<file path="src/rtl/mem_loader.sv">
// mem_loader: packs an 8-bit byte stream little-endian into dw-bit words and
// writes them to consecutive addresses from 0 over a ce/we/addr/di port.
// Optional trailing checksum byte: define MEM_LOADER_CHECKSUM_EN.
module mem_loader #(
   parameter int unsigned aw = 10,
   parameter int unsigned dw = 32
) (
   input  logic          clk,
   input  logic          rst,
   input  logic          start,
   input  logic [aw:0]   len,
   input  logic [7:0]    in_data,
   input  logic          in_valid,
   output logic          in_ready,
   output logic          mem_ce,
   output logic          mem_we,
   output logic [aw-1:0] mem_addr,
   output logic [dw-1:0] mem_di,
   output logic          busy,
   output logic          done,
   output logic          err
);

   localparam int unsigned BYTES = dw / 8;
   localparam int unsigned BCW   = (BYTES > 1) ? $clog2(BYTES) : 1;
   localparam logic [BCW-1:0] LAST_BYTE = BCW'(BYTES - 1);
   localparam logic [BCW-1:0] BYTE_ONE  = BCW'(1);
   localparam logic [aw:0]    CNT_ONE   = (aw + 1)'(1);
   localparam logic [aw-1:0]  ADDR_ONE  = aw'(1);

   typedef enum logic [2:0] {
      S_IDLE,
      S_LOAD,
      S_WRITE,
`ifdef MEM_LOADER_CHECKSUM_EN
      S_CHECK,
`endif
      S_DONE
   } state_t;

   // State entered once all words are written (or immediately for len=0).
`ifdef MEM_LOADER_CHECKSUM_EN
   localparam state_t S_TAIL = S_CHECK;
`else
   localparam state_t S_TAIL = S_DONE;
`endif

   state_t          state_q;
   state_t          state_d;
   logic [aw:0]     len_q;
   logic [aw:0]     word_cnt;
   logic [BCW-1:0]  byte_cnt;
   logic [aw-1:0]   addr_q;
   logic [dw-1:0]   word_q;
   logic            accept;
   logic            last_word;
   logic            take_start;

   assign accept     = in_valid && in_ready;
   assign last_word  = ((word_cnt + CNT_ONE) == len_q);
   assign take_start = (state_q == S_IDLE) && start;

   // Outputs are pure decodes of registered state.
`ifdef MEM_LOADER_CHECKSUM_EN
   assign in_ready = (state_q == S_LOAD) || (state_q == S_CHECK);
   assign busy     = (state_q == S_LOAD) || (state_q == S_WRITE) || (state_q == S_CHECK);
`else
   assign in_ready = (state_q == S_LOAD);
   assign busy     = (state_q == S_LOAD) || (state_q == S_WRITE);
`endif
   assign mem_ce   = (state_q == S_WRITE);
   assign mem_we   = (state_q == S_WRITE);
   assign done     = (state_q == S_DONE);
   assign mem_addr = addr_q;
   assign mem_di   = word_q;

   // State register with synchronous reset.
   always_ff @(posedge clk) begin
      if (rst) begin
         state_q <= S_IDLE;
      end else begin
         state_q <= state_d;
      end
   end

   // Next-state decode.
   always_comb begin
      state_d = state_q;
      unique case (state_q)
         S_IDLE: begin
            if (start) begin
               state_d = (len == '0) ? S_TAIL : S_LOAD;
            end
         end
         S_LOAD: begin
            if (accept && (byte_cnt == LAST_BYTE)) begin
               state_d = S_WRITE;
            end
         end
         S_WRITE: begin
            state_d = last_word ? S_TAIL : S_LOAD;
         end
`ifdef MEM_LOADER_CHECKSUM_EN
         S_CHECK: begin
            if (accept) begin
               state_d = S_DONE;
            end
         end
`endif
         S_DONE: begin
            state_d = S_IDLE;
         end
         default: begin
            state_d = S_IDLE;
         end
      endcase
   end

   // Word assembly, word/byte counters and write address.
   // The address only advances between words so it holds the last written
   // location after the load and never wraps when len = 1<<aw.
   always_ff @(posedge clk) begin
      if (rst) begin
         len_q    <= '0;
         word_cnt <= '0;
         byte_cnt <= '0;
         addr_q   <= '0;
         word_q   <= '0;
      end else begin
         case (state_q)
            S_IDLE: begin
               if (start) begin
                  len_q    <= len;
                  word_cnt <= '0;
                  byte_cnt <= '0;
                  addr_q   <= '0;
               end
            end
            S_LOAD: begin
               if (accept) begin
                  for (int unsigned i = 0; i < BYTES; i++) begin
                     if (byte_cnt == BCW'(i)) begin
                        word_q[8*i +: 8] <= in_data;
                     end
                  end
                  byte_cnt <= (byte_cnt == LAST_BYTE) ? '0 : byte_cnt + BYTE_ONE;
               end
            end
            S_WRITE: begin
               word_cnt <= word_cnt + CNT_ONE;
               if (!last_word) begin
                  addr_q <= addr_q + ADDR_ONE;
               end
            end
            default: begin
            end
         endcase
      end
   end

`ifdef MEM_LOADER_CHECKSUM_EN
   logic [7:0] cks_q;
   logic [7:0] cks_sum;
   logic       err_q;

   assign cks_sum = cks_q + in_data;
   assign err     = err_q;

   // Running byte sum over data bytes; checksum byte resolves err.
   always_ff @(posedge clk) begin
      if (rst) begin
         cks_q <= '0;
         err_q <= 1'b0;
      end else if (take_start) begin
         cks_q <= '0;
         err_q <= 1'b0;
      end else if (accept) begin
         if (state_q == S_LOAD) begin
            cks_q <= cks_sum;
         end else begin
            err_q <= (cks_sum != 8'h00);
         end
      end
   end
`else
   assign err = 1'b0;
   logic unused_start;
   assign unused_start = take_start;
`endif

endmodule

</file>
<file path="config.mk">
export PLATFORM = sky130hd
export DESIGN_NAME = mem_loader
export DESIGN_NICKNAME = d
export VERILOG_FILES = /design/src/rtl/mem_loader.sv
export SDC_FILE = /design/constraint.sdc
export NUM_CORES = 1
export LEC_CHECK = 0
export BUFFER_PORTS_ARGS = -buffer_cell sky130_fd_sc_hd__buf_2
export CORE_MARGIN = 2
export CORE_UTILIZATION = 50
export CTS_BUF_LIST = sky130_fd_sc_hd__clkbuf_8
export CTS_CLUSTER_DIAMETER = 60
export DETAILED_ROUTE_END_ITERATION = 10
export PLACE_DENSITY = 0.74
export RECOVER_POWER = 100
export SLEW_MARGIN = 20
export SYNTH_ARGS = -nofsm -noshare
export SYNTH_HDL_FRONTEND = slang
export SYNTH_SLANG_ARGS = --single-unit
</file>
<file path="constraint.sdc">
create_clock -name clk -period 2.95 [get_ports clk]
set_input_delay 0.1475 -clock clk [delete_from_list [all_inputs] [get_ports clk]]
set_output_delay 0.1475 -clock clk [all_outputs]
set_load 0.03 [all_outputs]
</file>
-- Yosys cells after proc, flatten, opt, wreduce, memory -nomap -nowiden
Index checks and enable logic that the tools add are counted.
- input port bits: 23
- register bits after elaboration: 69
- output and inout port bits: 48
- equality and inequality tests: 11
- reduce and logical (&&, ||, !) cells: 17
- muxes and demuxes: 14
- add/sub/neg operators: 3
- operators by type and width (kind ; number):
    $pmux W11 S2 ; 1
    $mux W10 ; 2
    $pmux W10 S2 ; 1
    $reduce_and A3 Y1 ; 6
    $add A11 B1 Y11 const B ; 1
    $eq A11 B11 Y1 ; 1
    $logic_not A11 Y1 ; 1
    $mux W11 ; 1
    $add A10 B1 Y10 const B ; 1
    $mux W2 ; 5
    $pmux W3 S3 ; 1
    $eq A3 B2 Y1 const B ; 2
    $mux W3 ; 2
    $reduce_and A2 Y1 ; 3
    $eq A2 B2 Y1 const B ; 2
    $ne A2 B1 Y1 const B ; 2
    $ne A2 B2 Y1 const B ; 2
    $pmux W2 S2 ; 1
    $reduce_bool A2 Y1 ; 2
    $eq A3 B1 Y1 const B ; 1
    $logic_not A3 Y1 ; 1
    $add A2 B1 Y2 const B ; 1
    $eq A2 B1 Y1 const B ; 1
    $logic_and A1 B1 Y1 ; 2
    other kinds (2) ; 2

-- Logic depth before layout (Yosys ltp)
- word-level depth: 5
- gate-level depth with buffers: 10
- gate-level depth less buffers: 8

-- Worst setup path before layout
Ideal clock, no wire load.
- kind: register to register
- from: register word_cnt[0]
- to: register addr_q[4], in the netlist mem_addr[4]
- path slack: 745 ps
- cell stages (with the launch flop): 10
- data required time: 2882 ps
- path buffers: 1
- arrival time: 2137 ps
- setup time: 68 ps
- path through: dfxtp_1 -> ha_1 -> nand3_1 -> o211ai_1 -> o41ai_1 -> o311ai_2 -> o21ai_2 -> buf_6 -> or4_1 -> a21oi_2
- cells in the longest elaborated chain, start to end: 4
- RTL lines (item ; RTL line ; source):
    start: declaration ; 51 ; logic [aw:0] word_cnt;
    start signal: assignment ; 150 ; word_cnt <= word_cnt + CNT_ONE;
    $add A11 B1 Y11 ; 60 ; assign last_word = ((word_cnt + CNT_ONE) == len_q);
    $eq A11 B11 Y1 ; 60 ;
    $ne A2 B2 Y1 (no source line) ; -- ;
    $reduce_and A3 Y1 (no source line) ; -- ;
    end signal: assignment ; 152 ; addr_q <= addr_q + ADDR_ONE;
    end: declaration ; 53 ; logic [aw-1:0] addr_q;
Every way passes these cells.
A chain may end at the register's enable or synchronous reset.

-- Worst setup path after layout
- from: register word_cnt[2]
- to: register addr_q[4], in the netlist mem_addr[4]
Same word-level chain as after synthesis.

==> metrics <==
post-CTS sizing 0; synth cell count leaders dfxtp_1, nand2_1, nor2_1; crit end category flip-flop; Die H 85.5 um; Seq pwr share 0.391; hold buffers post-CTS 0; type of the worst min-delay path primary input to flip-flop; final wirelength 7.88 mm; register area share after synthesis 0.409; routed len/inst 14.7 um; Synth Register Bits 68; Mapped Nets 431; # IOs 71; Clock Power Share 0.339; Worst Tran Pin Value 0.630 ns; HPWL after DPL 5.51 mm; Switching Fraction 0.349; yosys warns 0; Max FO, Critical Path 15; Worst slew margin 0.579; Pwr Density 687 mW/mm2; CTS Buf Count 9; fraction of registers with async set/reset 0; cell-internal power 0.00172 W; Primary FF master, synth dfxtp_1; worst hold slack 0.0444 ns; synth top area cells dfxtp_1, mux2i_1, nand2_1, nor2_1, a21oi_1; RePlAce Congestion 0.976; largest net degree at the start of global routing 48; share of cells above drive strength 1 0.105; Worst setup SP type flip-flop; initial antenna violation count 0; 1st-pass router iterations 4; Final Hold Viols 0; Tcrit/Tclk final 0.873; reg2reg path depth 7; vias in the first global route 2891; status completed; Data arrival, critical path 2.87 ns; pins over their slew limit 0; Post-CTS Setup Inserts 0; Root Driver clkbuf_8; EDFF count, synth 0; Inst Count DP 520; Comb power frac 0.270; clock period minus worst slack 2.58 ns; diodes inserted 0; initial core utilization 0.521; first-pass GRT wire length 12.8 mm; Syn Area/Cell 8.35 um2; # rows 29; Die Wd 85.5 um; Sink Count 68; Layout Nets 487; RSZ-0062 raised after global routing no; Reg clk slew, reported paths 0.08 ns; Setup CP Type flip-flop to flip-flop; DRC viols 0; worst endpoint required time 3.24 ns; H-Tree Depth 3; CP peak stage delay 0.57 ns; area grow syn2layout 15.4%; 1st-iter DRT viols 138; Max rail drop VDD 0.442 mV; static leakage 1.56 nW; setup_tns 0 ns; Yosys cell types 55; Vias 3018; max frequency 388 MHz; gr usage total 0.218; sequence of cells on the critical path nand4_4 > or4_1 > a22oi_2 > o311ai_2 > o21ai_2 > o21ai_0 > a21oi_2; total die area 0.00732 mm2; most frequent cell after synthesis dfxtp_1; vias per inst 5.63; # setup viols final 0; final clock skew 0.00886 ns; post-route insts no fill 536; CTS tree built; IO Port Bufs 69; Core Region 0.00639 mm2; Worst-Skew Late Latency 0.35 ns; Psw 0.000919 W; # fillers 562; R2R Setup Slk 0.37 ns; max cap viols 0; Cells after Synth 398; Yosys top cell area share 0.409; Routed Antenna Nets 0; hold path depth 3; maximum clock path buffer count 2; Syn Std Cell Area 0.00332 mm2; cell taking the most area after synthesis dfxtp_1; CP max stage cell or4_1; Overflow after GRT 0
logic make-up (layout without fill, tap and decap cells):
family	count (synthesis)	count (layout)	synth area share
adder cells (fa/ha/maj)	10	10	0.0376
flip-flops	68	68	0.409
XOR/XNOR	13	13	0.0342
AO/OA/AOI/OAI	82	82	0.155
multiplexers	28	28	0.0843
buffers and inverters	33	94	0.0440
other	1	1	0.00113
AND/OR/NAND/NOR	163	163	0.234
routing by layer:
layer	global-route usage	share of wire
met1	0.267	0.44
met2	0.357	0.48
met3	0.0587	0.050
met4	0.107	0.030
met5	0	0
layout make-up:
| class | count | area [um2] | share of cell area |
|---|---|---|---|
| clock buffer | 11 | 151 | 0.0395 |
| clock inverter | 5 | 82.6 | 0.0215 |
| inverter | 5 | 18.8 | 0.00489 |
| multi-input combinational | 297 | 1820 | 0.474 |
| sequential | 68 | 1360 | 0.355 |
| tap | 77 | 96.3 | 0.0251 |
| timing repair buffer | 73 | 309 | 0.0806 |
cell usage in the layout, fill, tap and decap left out, drive strengths merged, types with 3 or more instances in the layout:
master	count
dfxtp	68
clkbuf	60
nand2	54
nor2	53
a21oi	40
mux2i	28
buf	24
o21ai	18
nand3	16
ha	10
xnor2	9
or4	8
inv	6
and3	5
nor3	5
xor2	4
a2bb2oi	3
a31oi	3
or3	3
a22oi	3
through the flow:
step | instance area (um2) | power, W | worst slack (ns) | utilization
2_1_floorplan | 3320 | 0.00162 | 0.745 | -
3_3_place_gp | 3670 | 0.00176 | 0.482 | 0.574
3_5_place_dp | 3670 | 0.00177 | 0.398 | 0.574
4_1_cts | 3900 | 0.00266 | 0.382 | 0.611
5_1_grt | 3840 | 0.00276 | 0.0908 | 0.601
6_report | 3840 | 0.00263 | 0.373 | 0.601
path summary, 6_finish.rpt:
check	from	to
setup reg to reg	word_cnt[2]$_SDFFE_PP0P_	mem_addr[4]$_SDFFE_PP0P_
hold reg to reg	mem_di[27]$_SDFFE_PP0P_	mem_di[27]$_SDFFE_PP0P_
setup / recovery	word_cnt[2]$_SDFFE_PP0P_	mem_addr[4]$_SDFFE_PP0P_
hold / removal	len[8]	len_q[8]$_SDFFE_PP0P_
registers in the layout, summed over array words and instances (netlist names):
signal	count
mem_di	32
len_q	11
word_cnt	11
mem_addr	10
byte_cnt	2
state_q	2
worst max-delay path, delay by kind of cell, from the launching register on:
family             cells  cell delay (ns)
AOI/OAI and AO/OA      5             1.19
DFF                    1             0.55
and+or+nand+nor        2             0.76
power groups by stage:
stage / Clock [W] / Combinational (W) / Sequential [W]
after floorplan: 0 / 0.000539 / 0.00108
after global placement: 0 / 0.000716 / 0.00105
after detailed placement: 0 / 0.000725 / 0.00105
after CTS: 0.000902 / 0.000730 / 0.00103
after global routing: 0.000935 / 0.000788 / 0.00104
final: 0.000894 / 0.000711 / 0.00103
Power figures use the tool's default switching activity.
